### src/rtl/ifid_skid_stage.sv
// ifid_skid_stage
//   IF/ID pipeline stage with a valid/ready handshake on both sides. Two
//   storage slots keep in_ready purely registered: the main slot drives the
//   decode-side outputs, and the skid slot catches the one extra entry that
//   fetch may present in the cycle that decode stalls. A synchronous flush
//   squashes everything held and leaves a NOP bubble. A saturating counter
//   tracks how many cycles decode held off a valid entry.
//
// Ports
//   clk        clock, all state updates on the rising edge
//   rst        asynchronous active-high reset
//   flush      synchronous squash of all held entries (wins over accept)
//   in_valid   fetch presents {in_pc, in_instr}
//   in_ready   stage can accept; registered (= !skid_valid)
//   in_pc      next-PC from fetch
//   in_instr   instruction from fetch
//   out_valid  decode-side entry valid
//   out_ready  decode consumes the entry this cycle
//   out_pc     held next-PC
//   out_instr  held instruction, NOP_INSTR when !out_valid
//   occupancy  number of entries held, 0..2
//   stall_cnt  saturating count of cycles with out_valid && !out_ready
module ifid_skid_stage #(
    parameter int                 PC_W        = 16,
    parameter int                 INSTR_W     = 16,
    parameter logic [INSTR_W-1:0] NOP_INSTR   = '0,
    parameter int                 STALL_CNT_W = 16
) (
    input  logic                   clk,
    input  logic                   rst,
    input  logic                   flush,
    input  logic                   in_valid,
    output logic                   in_ready,
    input  logic [PC_W-1:0]        in_pc,
    input  logic [INSTR_W-1:0]     in_instr,
    output logic                   out_valid,
    input  logic                   out_ready,
    output logic [PC_W-1:0]        out_pc,
    output logic [INSTR_W-1:0]     out_instr,
    output logic [1:0]             occupancy,
    output logic [STALL_CNT_W-1:0] stall_cnt
);

    logic               main_valid;
    logic [PC_W-1:0]    main_pc;
    logic [INSTR_W-1:0] main_instr;
    logic               skid_valid;
    logic [PC_W-1:0]    skid_pc;
    logic [INSTR_W-1:0] skid_instr;

    logic acc;
    logic deq;
    logic main_load_in;
    logic main_load_skid;
    logic skid_load;
    logic main_valid_nxt;
    logic skid_valid_nxt;

    assign in_ready  = !skid_valid;
    assign out_valid = main_valid;
    assign out_pc    = main_pc;
    assign out_instr = main_valid ? main_instr : NOP_INSTR;
    assign occupancy = {1'b0, main_valid} + {1'b0, skid_valid};

    assign acc = in_valid && in_ready;
    assign deq = main_valid && out_ready;

    // Load enables are gated by flush so a colliding accept is dropped and
    // the data registers only change on a real load.
    always_comb begin
        main_load_in   = 1'b0;
        main_load_skid = 1'b0;
        skid_load      = 1'b0;
        main_valid_nxt = main_valid;
        skid_valid_nxt = skid_valid;
        if (flush) begin
            main_valid_nxt = 1'b0;
            skid_valid_nxt = 1'b0;
        end else if (skid_valid) begin
            // acc cannot happen here because in_ready is low
            if (deq) begin
                main_load_skid = 1'b1;
                skid_valid_nxt = 1'b0;
            end
        end else if (!main_valid || deq) begin
            main_load_in   = acc;
            main_valid_nxt = acc;
        end else if (acc) begin
            skid_load      = 1'b1;
            skid_valid_nxt = 1'b1;
        end
    end

    always_ff @(posedge clk or posedge rst) begin
        if (rst) begin
            main_valid <= 1'b0;
            skid_valid <= 1'b0;
            main_pc    <= '0;
            main_instr <= '0;
            skid_pc    <= '0;
            skid_instr <= '0;
        end else begin
            main_valid <= main_valid_nxt;
            skid_valid <= skid_valid_nxt;
            if (main_load_in) begin
                main_pc    <= in_pc;
                main_instr <= in_instr;
            end else if (main_load_skid) begin
                main_pc    <= skid_pc;
                main_instr <= skid_instr;
            end
            if (skid_load) begin
                skid_pc    <= in_pc;
                skid_instr <= in_instr;
            end
        end
    end

    // Counts stalled cycles even across a flush; sticks at all-ones.
    always_ff @(posedge clk or posedge rst) begin
        if (rst) begin
            stall_cnt <= '0;
        end else if (main_valid && !out_ready && (stall_cnt != '1)) begin
            stall_cnt <= stall_cnt + 1'b1;
        end
    end

    // A filled skid slot with an empty main slot would reorder entries.
    skid_without_main_a: assert property (@(posedge clk) disable iff (rst)
        main_valid || !skid_valid);

endmodule

### config.mk
export PLATFORM = sky130hd
export DESIGN_NAME = ifid_skid_stage
export DESIGN_NICKNAME = d
export VERILOG_FILES = /design/src/rtl/ifid_skid_stage.sv
export SDC_FILE = /design/constraint.sdc
export NUM_CORES = 1
export LEC_CHECK = 0
export ABC_CLOCK_PERIOD_IN_PS = 6000
export BUFFER_PORTS_ARGS = -buffer_cell sky130_fd_sc_hd__buf_2
export CORE_ASPECT_RATIO = 1.1
export CORE_MARGIN = 5
export CORE_UTILIZATION = 55
export CTS_BUF_LIST = sky130_fd_sc_hd__clkbuf_8 sky130_fd_sc_hd__clkbuf_16
export DETAILED_ROUTE_END_ITERATION = 16
export PLACE_DENSITY = 0.82
export SYNTH_ARGS = -nofsm -noshare
export SYNTH_HDL_FRONTEND = slang
export SYNTH_SLANG_ARGS = --single-unit
### constraint.sdc
create_clock -name clk -period 6 [get_ports clk]
set_input_delay 0.9 -clock clk [delete_from_list [all_inputs] [get_ports clk]]
set_output_delay 0.9 -clock clk [all_outputs]
set_load 0.01 [all_outputs]
Word-level counts from Yosys, hierarchy flattened
Cells that the tools add are included.
W data, S select, Z words.
{"block": "totals", "register_bits": 82, "word_cells": 43, "output_inout_bits": 52, "input_bits": 37}
{"block": "classes", "addsub": 2, "mux": 21, "eq_ne": 2, "reduce_logical": 11}
{"op": "$mux W16", "count": 5}
{"op": "$add A16 B1 Y16 const B", "count": 1}
{"op": "$mux W1", "count": 16}
{"op": "$ne A16 B16 Y1 const B", "count": 1}
{"op": "$logic_and A1 B1 Y1", "count": 4}
{"op": "$reduce_bool A2 Y1", "count": 2}
{"op": "$logic_not A1 Y1", "count": 3}
{"op": "$add A1 B1 Y2", "count": 1}
{"op": "$ne A2 B2 Y1 const B", "count": 1}
{"op": "$reduce_and A2 Y1", "count": 1}
{"op": "$logic_or A1 B1 Y1", "count": 1}

Longest topological paths before layout
{"block": "depth", "word_depth": 6, "depth_mapped": 5, "depth_no_buf": 5}

Worst setup path after synthesis
Ideal clock, no wire load.
{"block": "synth_path", "path_kind": "input to register", "startpoint": "input out_ready", "endpoint": "register stall_cnt[13]", "required_time_ns": 5.871, "t_arrival_ns": 1.904, "path_slack_ns": 3.967, "cell_stages": 5, "setup_time_ns": 0.129, "path_buffers": 1, "cell_sequence": "clkbuf_1 > nand4b_1 > a311oi_1 > nand4_1 > xnor2_1"}
{"block": "synth_between", "elab_chain_cells": 3}
{"element": "from (decl)", "line": "37", "source": "input logic out_ready,"}
{"element": "$logic_not A1 Y1", "line": "123", "source": "end else if (main_valid && !out_ready && (stall_cnt != '1)) begin"}
{"element": "$logic_and A1 B1 Y1 (2 in series)", "line": "123"}
{"element": "to (signal assigned)", "line": "124", "source": "stall_cnt <= stall_cnt + 1'b1;"}
{"element": "to (decl)", "line": "41", "source": "output logic [STALL_CNT_W-1:0] stall_cnt"}
No other way between the ends.
A chain may end at the register's enable or synchronous reset.

Worst setup path in the final report
{"block": "layout_path", "startpoint": "register main_valid, in the netlist out_valid", "endpoint": "output occupancy[0]"}
{"block": "layout_between", "elab_chain_cells": 1}
{"element": "from (decl)", "line": "44", "source": "logic main_valid;"}
{"element": "from (signal assigned)", "line": "103", "source": "main_valid <= main_valid_nxt;"}
{"element": "$add A1 B1 Y2", "line": "63", "source": "assign occupancy = {1'b0, main_valid} + {1'b0, skid_valid};"}
{"element": "to (decl)", "line": "40", "source": "output logic [1:0] occupancy,"}
No other way between the ends.

==> results.tsv <==
stage	metric	value	unit
final_layout	finalNonFillerCells	481	
critical_path	r2r_end	stall_cnt[13]$_DFFE_PP0P_	
grt	first_global_vias	2600	
drt	vias	2577	
yosys	seq_area_frac_synth	0.561	
run_status	status	complete, no violations	
grt	antenna_found_initial	0	
final_layout	syn_to_final_growth	20.8	%
flow_run	cap_violations	0	
critical_path	worst-path-buf-inv	1	
critical_path	r2r_start	out_valid$_DFFE_PP0P_	
yosys	syn_inst	306	
floorplanning	die_h	95.5	um
yosys	synth_ff_type	dfrtp_1	
timing	period_minus_slack	2.56	ns
critical_path	path_cells	ha_1 > buf_2	
drt	drtIter0Drc	71	
timing	min_period_over_period	0.427	
power	p_switching	402	uW
clock_tree	post-cts-setup-buffers	0	
yosys	syn_area_per_cell	11.9	um2
clock_tree	ctsHoldBuffers	0	
timing	clock.fmax	390	MHz
yosys	yosysWarnings	0	
critical_path	start_kind	register	
critical_path	path_max_fanout	25	
place	placed_cell_area	4170	um2
critical_path	reg2reg_depth	4	
critical_path	cp-end-kind	output pin	
hold_path	worstHoldStart	stall_cnt[8]$_DFFE_PP0P_	
power	vdd_drop_max	192	uV
final_layout	nets	433	
floorplanning	start_util	0.561	
yosys	synth_cell_types	35	
clock_tree	cts.clk_slew.worst_paths	0.09	ns
grt	grt.overflow.total	0	
critical_path	path_class	register to output pin	
clock_tree	cts_num_sinks	82	
drt	via_per_inst	5.36	
power	p_int	1090	uW
critical_path	cp_top_family	flip-flops	
critical_path	max_stage_delay	0.81	ns
place	gp_congestion	0.786	
timing	maxSlewHeadroom	0.340	
drt	drt-pass1-iter-count	4	
yosys	synthArstFlopShare	1.00	
clock_tree	cts_buffers	9	
yosys	synth_seq_cells	82	
floorplanning	core-area	6520	um2
clock_tree	clk_path_buf_depth	2	
clock_tree	cts_resized	0	
timing	setup_viol	0	
place	dp_hpwl	4.90	mm
power	power_density	338	nW/um2
clock_tree	clock_latency	0.35	ns
grt	track_usage	0.189	
yosys	syn_area	3660	um2
place	io_buffers	88	
final_layout	antenna_cells	0	
power	p_leak	0.00232	uW
hold_path	hold_end	stall_cnt[8]$_DFFE_PP0P_	
yosys	synth_edf_count	0	
drt	routed_wl	7.38	mm
timing	rsz0062_at_grt	no	
timing	skew	0.00904	ns
timing	tightest_slew	0.990	ns
floorplanning	row_count	31	
yosys	syn_nets	345	
drt	ant_nets	0	
floorplanning	dieArea	8380	um2
critical_path	worstPathArrival	1.66	ns
power	netSwitchingFraction	0.270	
final_layout	fill_cells	525	
grt	grt_max_degree	83	
timing	setup-tns-final	0	ns
grt	grt_pass1_wl	12.2	mm
final_layout	final_common_cell	buf_2	
clock_tree	cts_root_buf	clkbuf_8	
power	power_frac_clock	0.318	
critical_path	rrSetupSlack	3.93	ns
hold_path	holdPathStages	1	
final_layout	final_cell_mix	88 x buf_2, 82 x dfrtp_1, 35 x nor2_1	
clock_tree	htree_levels	3	
clock_tree	cts_tree	yes	
floorplanning	ioPinCount	89	
drt	wl_per_cell	15.3	um
place	place_inst	465	
timing	slew_viol_final	0	
critical_path	crit_slowest_cell	dfrtp_1	
hold_path	hold_class	register to register	
drt	drc	0	
floorplanning	fp.dieW	87.7	um
power	seq_power_share	0.504	
final_layout	fin_area	4420	um2
critical_path	critPathRequiredTime	5.10	ns
final_layout	fin_util	0.678	
power	pwr-share-comb	0.178	
timing	hold_violations	0	
final_layout	drive_gt1_frac	0.363	
## state kept, by name, summed over array words and instances, names as in the netlist
name and cells:
main_instr 16, out_pc 16, skid_instr 16, skid_pc 16
stall_cnt 16, out_valid 1, skid_valid 1
## power groups by stage
| stage | logic [uW] | clock network [uW] | registers (uW) |
|---|---|---|---|
| floorplan | 161 | 0 | 760 |
| global route | 299 | 508 | 769 |
| global placement | 258 | 0 | 755 |
| detailed placement | 270 | 0 | 762 |
| CTS | 271 | 484 | 751 |
| finish | 265 | 474 | 751 |
## synthesized netlist by cell type (2+ instances only)
master    number  area, um2
nor3_1         2       10.0
and2_1        16        100
or3_1          2       12.5
nor4_1         2       12.5
xnor2_1        7       61.3
nand3b_1       2       15.0
clkbuf_1       6       22.5
nand4_1        5       31.3
nand4b_1       3       26.3
a21oi_1       34        170
dfrtp_1       82       2050
nor3b_1        2       15.0
nor2_1        35        131
mux2i_1       32        320
xor2_1         6       52.6
nand2_1        5       18.8
nand3_1        4       20.0
buf_2          9       45.0
ha_1           2       25.0
inv_1          4       15.0
mux2_2        32        360
## layout make-up
cell class,count,area [um2],area share
Tap cell,82,103,0.0232
Sequential cell,82,2050,0.465
Clock buffer,9,124,0.0281
Multi-Input combinational cell,205,1530,0.347
Timing Repair Buffer,92,470,0.107
Clock inverter,7,118,0.0266
Inverter,4,16.3,0.00368
## metrics by stage
step / setup slack [ns] / total power (uW) / hold WS (ns)
2_1_floorplan: 2.99 / 922 / 0.479
3_3_place_gp: 3.75 / 1010 / 0.484
3_5_place_dp: 3.67 / 1030 / 0.491
4_1_cts: 3.39 / 1510 / 0.505
5_1_grt: 3.33 / 1580 / 0.517
6_report: 3.44 / 1490 / 0.503
## per-layer routing
metal / vias up / part of all wire / global-route usage
li1: 1248 / - / -
met1: 1248 / 0.43 / 0.243
met2: 72 / 0.49 / 0.303
met3: 9 / 0.067 / 0.0519
met4: 0 / 0.015 / 0.0729
met5: - / 0 / 0
## how the worst max path moves through the flow
| stage | startpoint | endpoint | slack, ns | depth (start not counted) |
|---|---|---|---|---|
| 6_report | out_valid$_DFFE_PP0P_ | occupancy[0] | 3.44 | 2 |
| 5_1_grt | out_valid$_DFFE_PP0P_ | occupancy[0] | 3.33 | 2 |
| 4_1_cts | out_valid$_DFFE_PP0P_ | occupancy[0] | 3.39 | 2 |
| 3_5_place_dp | flush | skid_instr[13]$_DFFE_PP0P_ | 3.67 | 5 |
| 3_3_place_gp | flush | skid_pc[12]$_DFFE_PP0P_ | 3.75 | 5 |
| 2_1_floorplan | rst | main_instr[0]$_DFFE_PP0P_ | 2.99 | 1 |
## cells by family after synthesis
family | after synthesis | share of synthesized area
flip-flops | 82 | 0.561
AND/OR/NAND/NOR | 84 | 0.128
buffers and inverters | 19 | 0.0226
XOR/XNOR | 13 | 0.0311
adder cells (fa/ha/maj) | 2 | 0.00684
AO/OA/AOI/OAI | 41 | 0.0606
multiplexers | 65 | 0.189
Power figures use the tool's default switching activity.
